===== config.mk =====
export PLATFORM = sky130hd
export DESIGN_NAME = fifo_wr_arbiter
export DESIGN_NICKNAME = d
export VERILOG_FILES = /design/src/rtl/fifo_wr_arbiter.sv
export SDC_FILE = /design/constraint.sdc
export NUM_CORES = 1
export LEC_CHECK = 0
export BUFFER_PORTS_ARGS = -buffer_cell sky130_fd_sc_hd__buf_4
export CAP_MARGIN = 0
export CORE_ASPECT_RATIO = 1.1
export CORE_UTILIZATION = 25
export DETAILED_ROUTE_END_ITERATION = 6
export GPL_TIMING_DRIVEN = 0
export PLACE_DENSITY = 0.55
export SLEW_MARGIN = 20
export SYNTH_ARGS = -nofsm -noshare
export SYNTH_HDL_FRONTEND = slang
export SYNTH_SLANG_ARGS = --single-unit

===== constraint.sdc =====
create_clock -name wclk -period 1.9 [get_ports wclk]
set_input_delay 0.095 -clock wclk [delete_from_list [all_inputs] [get_ports wclk]]
set_output_delay 0.095 -clock wclk [all_outputs]
set_load 0.03 [all_outputs]

===== src/rtl/fifo_wr_arbiter.sv =====
// Round-robin arbiter sharing the write port of the dual-clock FIFO among
// NUM_REQ producers in the write clock domain. One producer is granted at a
// time for a burst of up to MAX_BURST beats; FIFO back-pressure (wfull) holds
// the grant without counting beats. Arbitration is registered, so every grant
// is preceded by one idle bubble cycle.
module fifo_wr_arbiter #(
   parameter int NUM_REQ    = 4,
   parameter int DATA_WIDTH = 8,
   parameter int MAX_BURST  = 4,
   localparam int IDW       = (NUM_REQ > 1) ? $clog2(NUM_REQ) : 1,
   localparam int BW        = (MAX_BURST > 0) ? $clog2(MAX_BURST + 1) : 1
) (
   input  logic                          wclk,
   input  logic                          wrst_n,
   input  logic [NUM_REQ-1:0]            req_valid,
   input  logic [NUM_REQ*DATA_WIDTH-1:0] req_data,
   output logic [NUM_REQ-1:0]            req_ready,
   input  logic                          fifo_wfull,
   output logic                          fifo_wr_en,
   output logic [DATA_WIDTH-1:0]         fifo_wdata,
   output logic [IDW-1:0]                grant_id,
   output logic                          busy
);

   typedef enum logic [0:0] {
      ST_IDLE  = 1'b0,
      ST_GRANT = 1'b1
   } state_t;

   // Last grantee after reset is the top index so that requester 0 wins first.
   localparam logic [IDW-1:0] LAST_RST   = IDW'(NUM_REQ - 1);
   localparam logic [BW-1:0]  BURST_LAST = BW'(MAX_BURST - 1);

   state_t                  state_q,      state_d;
   logic [IDW-1:0]          grant_id_q,   grant_id_d;
   logic [IDW-1:0]          last_grant_q, last_grant_d;
   logic [BW-1:0]           burst_cnt_q,  burst_cnt_d;

   logic                    in_grant_s;
   logic                    gnt_valid_s;
   logic [DATA_WIDTH-1:0]   gnt_data_s;
   logic                    beat_s;

   // First valid requester scanning last+1, last+2, ... modulo NUM_REQ.
   function automatic logic [IDW-1:0] pick_next(input logic [NUM_REQ-1:0] valid,
                                               input logic [IDW-1:0]     last);
      logic [IDW-1:0] sel;
      logic           found;
      int             idx;
      sel   = '0;
      found = 1'b0;
      for (int k = 1; k <= NUM_REQ; k++) begin
         idx = int'(last) + k;
         if (idx >= NUM_REQ) begin
            idx = idx - NUM_REQ;
         end else begin
            idx = idx;
         end
         if (!found && valid[idx]) begin
            sel   = IDW'(idx);
            found = 1'b1;
         end else begin
            found = found;
         end
      end
      return sel;
   endfunction

   // Select the granted requester's valid and data; only the grantee can reach outputs.
   always_comb begin
      gnt_valid_s = 1'b0;
      gnt_data_s  = '0;
      for (int i = 0; i < NUM_REQ; i++) begin
         gnt_valid_s = (grant_id_q == IDW'(i)) ? req_valid[i] : gnt_valid_s;
         gnt_data_s  = (grant_id_q == IDW'(i)) ? req_data[i*DATA_WIDTH +: DATA_WIDTH]
                                               : gnt_data_s;
      end
   end

   // FIFO-facing handshake: decoded from registered state, gated by wfull and grantee valid.
   always_comb begin
      in_grant_s = (state_q == ST_GRANT);
      beat_s     = in_grant_s && gnt_valid_s && !fifo_wfull;
      fifo_wr_en = beat_s;
      fifo_wdata = in_grant_s ? gnt_data_s : {DATA_WIDTH{1'b0}};
      req_ready  = '0;
      for (int i = 0; i < NUM_REQ; i++) begin
         req_ready[i] = in_grant_s && (grant_id_q == IDW'(i)) && !fifo_wfull;
      end
      busy       = in_grant_s;
      grant_id   = grant_id_q;
   end

   // Next-state logic: arbitrate in IDLE, count beats and release in GRANT.
   always_comb begin
      state_d      = state_q;
      grant_id_d   = grant_id_q;
      last_grant_d = last_grant_q;
      burst_cnt_d  = burst_cnt_q;
      case (state_q)
         ST_IDLE: begin
            if (|req_valid) begin
               state_d     = ST_GRANT;
               grant_id_d  = pick_next(req_valid, last_grant_q);
               burst_cnt_d = '0;
            end else begin
               state_d     = ST_IDLE;
            end
         end
         ST_GRANT: begin
            if (!gnt_valid_s) begin
               // Grantee withdrew: end the grant without a beat.
               state_d      = ST_IDLE;
               last_grant_d = grant_id_q;
               burst_cnt_d  = '0;
            end else if (beat_s) begin
               if (burst_cnt_q == BURST_LAST) begin
                  state_d      = ST_IDLE;
                  last_grant_d = grant_id_q;
                  burst_cnt_d  = '0;
               end else begin
                  burst_cnt_d  = burst_cnt_q + BW'(1);
               end
            end else begin
               // FIFO full: hold the grant with the beat count frozen.
               state_d = ST_GRANT;
            end
         end
         default: begin
            state_d      = ST_IDLE;
            grant_id_d   = '0;
            last_grant_d = LAST_RST;
            burst_cnt_d  = '0;
         end
      endcase
   end

   // Arbiter state registers with asynchronous active-low reset.
   always_ff @(posedge wclk or negedge wrst_n) begin
      if (!wrst_n) begin
         state_q      <= ST_IDLE;
         grant_id_q   <= '0;
         last_grant_q <= LAST_RST;
         burst_cnt_q  <= '0;
      end else begin
         state_q      <= state_d;
         grant_id_q   <= grant_id_d;
         last_grant_q <= last_grant_d;
         burst_cnt_q  <= burst_cnt_d;
      end
   end

endmodule


==> summary.md <==
| Metric | Value |
|---|---|
| Post-Synthesis Mean Instance Area | 10.9 µm² |
| Area leader, netlist | dfrtp_1 |
| DIE WIDTH | 55.8 µm |
| Placeable core area | 0.00305 mm² |
| Clock latency on the worst-skew pair | 0.25 ns |
| Maximum fanout encountered on the critical timing path | 11 |
| CTS Root Cell | clkbuf_4 |
| Met3 routed wirelength | 103 µm |
| Internal power summed over all cells | 1.06 mW |
| Residual antenna-violating net count after detailed routing | 0 |
| IR Drop Worst-Case VDD | between 0.7 and 0.8 mV |
| Worst slack on hold paths | 0.196 ns |
| Count of unresolved DRC violations after routing | 0 |
| CTS sink count | 8 |
| Number of library cell types mapped by synthesis | 30 |
| Number of cell rows | 21 |
| Clock period minus final worst setup slack | 1.81 ns |
| Effective utilization at floorplan | 26.1% |
| Sequential Power Share | 18.5% |
| Via count | 816 |
| Maximum number of pins on one net before global-route repair | 16 |
| Gate count after technology mapping | 73 |
| Overflow left after global routing | 0 |
| Fraction of final layout cells with drive strength greater than 1 | 56.7% |
| Top_reg_cell synth | dfrtp_1 |
| Total routed wirelength | approximately 2300 µm |
| Final Net Count | 176 |
| Worst setup SP type | register |
| Total buffers and inverters traversed by the critical path | 2 |
| P&R area growth vs syn | 64.8% |
| Number of slew-limit violations in the final report | 0 |
| Transition time at the pin with the least slew margin | 0.511 ns |
| Worst slew margin relative to its limit | 65.6% |
| Number of hold violations in the final report | 0 |
| Portion of total power attributed to the clock network | 6.8% |
| Cell family contributing the most delay on the critical path | multiplexers |
| Core occupancy in the finished layout | 43.0% |
| Placed wire-length estimate after detailed placement | 1820 µm |
| Period utilisation layout | 95.2% |
| Met2 wirelength from detailed routing | 1120 µm |
| Number of synthesized flops with an enable pin | 0 |
| Met1 wire length | 1020 µm |
| Critical Path, Cell by Cell | buf_12 > mux4_2 > and2_1 > buf_4 |
| Antenna violations before repair | 0 |
| Maximum clock path buffer count | 2 |
| TritonCTS Buffers | 3 |
| Die H | 61.2 µm |
| Arrival time at the worst endpoint | 1.71 ns |
| Pwr Total | about 1.9 mW |
| Peak clock frequency supported by timing | 0.553 GHz |
| Worst-case clock skew | 0.00373 ns |
| Crit-path slowest cell | mux4_2 |
| Part of the total power dissipated in combinational logic | 74.8% |
| FFs w/ async S/R, synth | 100% |
| Cell area after technology mapping | 796 µm² |
| Post-synth net total | 113 |
| Sequential cell area fraction in the yosys report | 25.5% |
| Flops & latches, synth | 8 |
| Hold/Removal Path Class | in -> async |
| Vias in the first global route | 732 |
| Delay contributed by the slowest stage of the critical path | 0.53 ns |
| RSZ-0062 raised after global routing | false |
| Status | completed |
| Count of final setup violators | 0 |
| Count of routing violations after the opening detailed-route iteration | 16 |
| Leakage | ~0.64 nW |
| Die Area | about 0.0034 mm² |
| Accumulated negative setup slack | 0 ns |
| Top cells by area in the synthesized netlist | dfrtp_1 (19%), mux4_2 (14%), mux4_1 (13%) |
| Share of Yosys cell area claimed by the top area cell type | 18.9% |
| Highest metal layer with signal wires | met4 |
| Final GP Congestion | 0.676 |
| Syn. warnings | 0 |
| Layout filler cell count | 315 |
| Iteration count of the initial detailed-routing pass | 4 |
| Clock transition at the registers of the reported paths | 0.06 ns |
| Kind of critical path | reg -> out |
| Count of port buffers added during placement | 54 |
| Max-cap violations | 0 |
| Deepest level of the CTS H-tree | 1 |
| Critical Path RT | ~1.8 ns |
| Ratio of total power to cell area | 1460 mW/mm² |
| ANT cells | 0 |
| Element type at the critical path end | output port |
| CTS tree | built |
| Mean routed wirelength per cell | 13.4 µm |
| Vias per cell | 4.86 |
| First-pass GRT wire length | about 3300 µm |
| Sw power | 0.861 mW |
| GR Util All Layers | 12.5% |
| Number of placed I/O pins | 55 |
| Switching share of total power | 44.8% |
-- kinds of logic after synthesis --
group	count (synthesis)	share of synthesized area (%)
and+or+nand+nor	35	25.2
DFF	8	25.5
AOI/OAI and AO/OA	10	9.28
muxes	14	35.1
buffers and inverters	5	3.46
adders and majority gates	1	1.57
-- worst register-to-register path: cells and delay by family (launching register included) --
family,cells,cell delay (ns)
AND/OR/NAND/NOR,1,0.19
multiplexers,2,0.84
flip-flops,1,0.39
buffers and inverters,1,0.15
AO/OA/AOI/OAI,1,0.08
-- repair_timing --
action	4_1_cts	5_1_grt
setup endpoints to repair	4	2
hold endpoints to repair	8	0
hold buffers	1	0
resized for setup	1	2
buffers inserted	0	4
-- cell type report --
cell class,instances,area [µm²],area share (%)
Inverter,1,3.75,0.286
Multi-Input combinational cell,60,566,43.1
Sequential cell,8,203,15.5
Buffer,3,28.8,2.19
Timing Repair Buffer,59,445,34.0
Clock buffer,3,22.5,1.72
Tap cell,34,42.5,3.24
-- sequential cells by signal (all words and copies together) (netlist names) --
register	flops
burst_cnt_q	3
grant_id	2
last_grant_q	2
busy	1
-- layer usage --
metal / vias to the layer above / global-route usage (%)
li1: 401 / -
met1: 391 / 16.9
met2: 22 / 20.8
met3: 2 / 2.52
met4: 0 / 3.21
met5: - / 0
-- through the flow --
step | area, µm² | setup WS, ns | std cells
2_1_floorplan | 796 | 0.0792 | 73
3_3_place_gp | 1240 | 0.214 | 161
3_5_place_dp | 1240 | 0.198 | 161
4_1_cts | 1270 | 0.0230 | 164
5_1_grt | 1310 | 0.00839 | 168
6_report | 1310 | 0.0903 | 168
-- power by group through the flow --
stage,registers [mW],logic (mW),clock network [mW]
6_report,0.355,1.44,0.130
5_1_grt,0.371,1.53,0.146
4_1_cts,0.354,1.38,0.135
3_5_place_dp,0.360,1.37,0
3_3_place_gp,0.351,1.37,0
2_1_floorplan,0.396,0.908,0
-- synth_stat cells, types with 2 or more instances --
cell	count
mux2_4	2
mux2i_1	2
dfrtp_1	6
mux4_1	4
o21ai_0	2
clkbuf_1	2
and3_1	2
dfstp_2	2
nand2_1	5
and2_1	9
nor2_1	6
nand2b_1	4
nand3b_1	2
a21oi_1	4
nor2b_1	2
mux4_2	5
-- worst paths after layout --
kind | from | to | slack (ns) | cells after the start
max in group asynchronous | wrst_n | last_grant_q[1] | 1.49 | 2
min in group wclk | req_valid[2] | grant_id[0] | 0.24 | 3
worst max-delay path | grant_id[0] | fifo_wr_en | 0.09 | 4
worst min-delay path | wrst_n | grant_id[1] | 0.20 | 2
worst max register to register | grant_id[0] | last_grant_q[1] | 0.17 | 5
worst min register to register | burst_cnt_q[0] | burst_cnt_q[0] | 0.51 | 1
-- placed cells by master (no fill, tap or decap), types with 2 or more instances in the layout --
| cell type | Yosys | final |
|---|---|---|
| dfrtp_1 | 6 | 6 |
| mux2_4 | 2 | 2 |
| a21oi_1 | 4 | 4 |
| mux2i_1 | 2 | 2 |
| buf_4 | 0 | 58 |
| and3_1 | 2 | 2 |
| and2_1 | 9 | 9 |
| o21ai_0 | 2 | 2 |
| nand2_1 | 5 | 5 |
| nor2_1 | 6 | 6 |
| dfstp_2 | 2 | 2 |
| clkbuf_4 | 0 | 3 |
| nor2b_1 | 2 | 2 |
| mux4_2 | 5 | 5 |
| nand3b_1 | 2 | 2 |
| nand2b_1 | 4 | 4 |
| mux4_1 | 4 | 4 |
No activity file was read; power rests on OpenSTA's default activity.
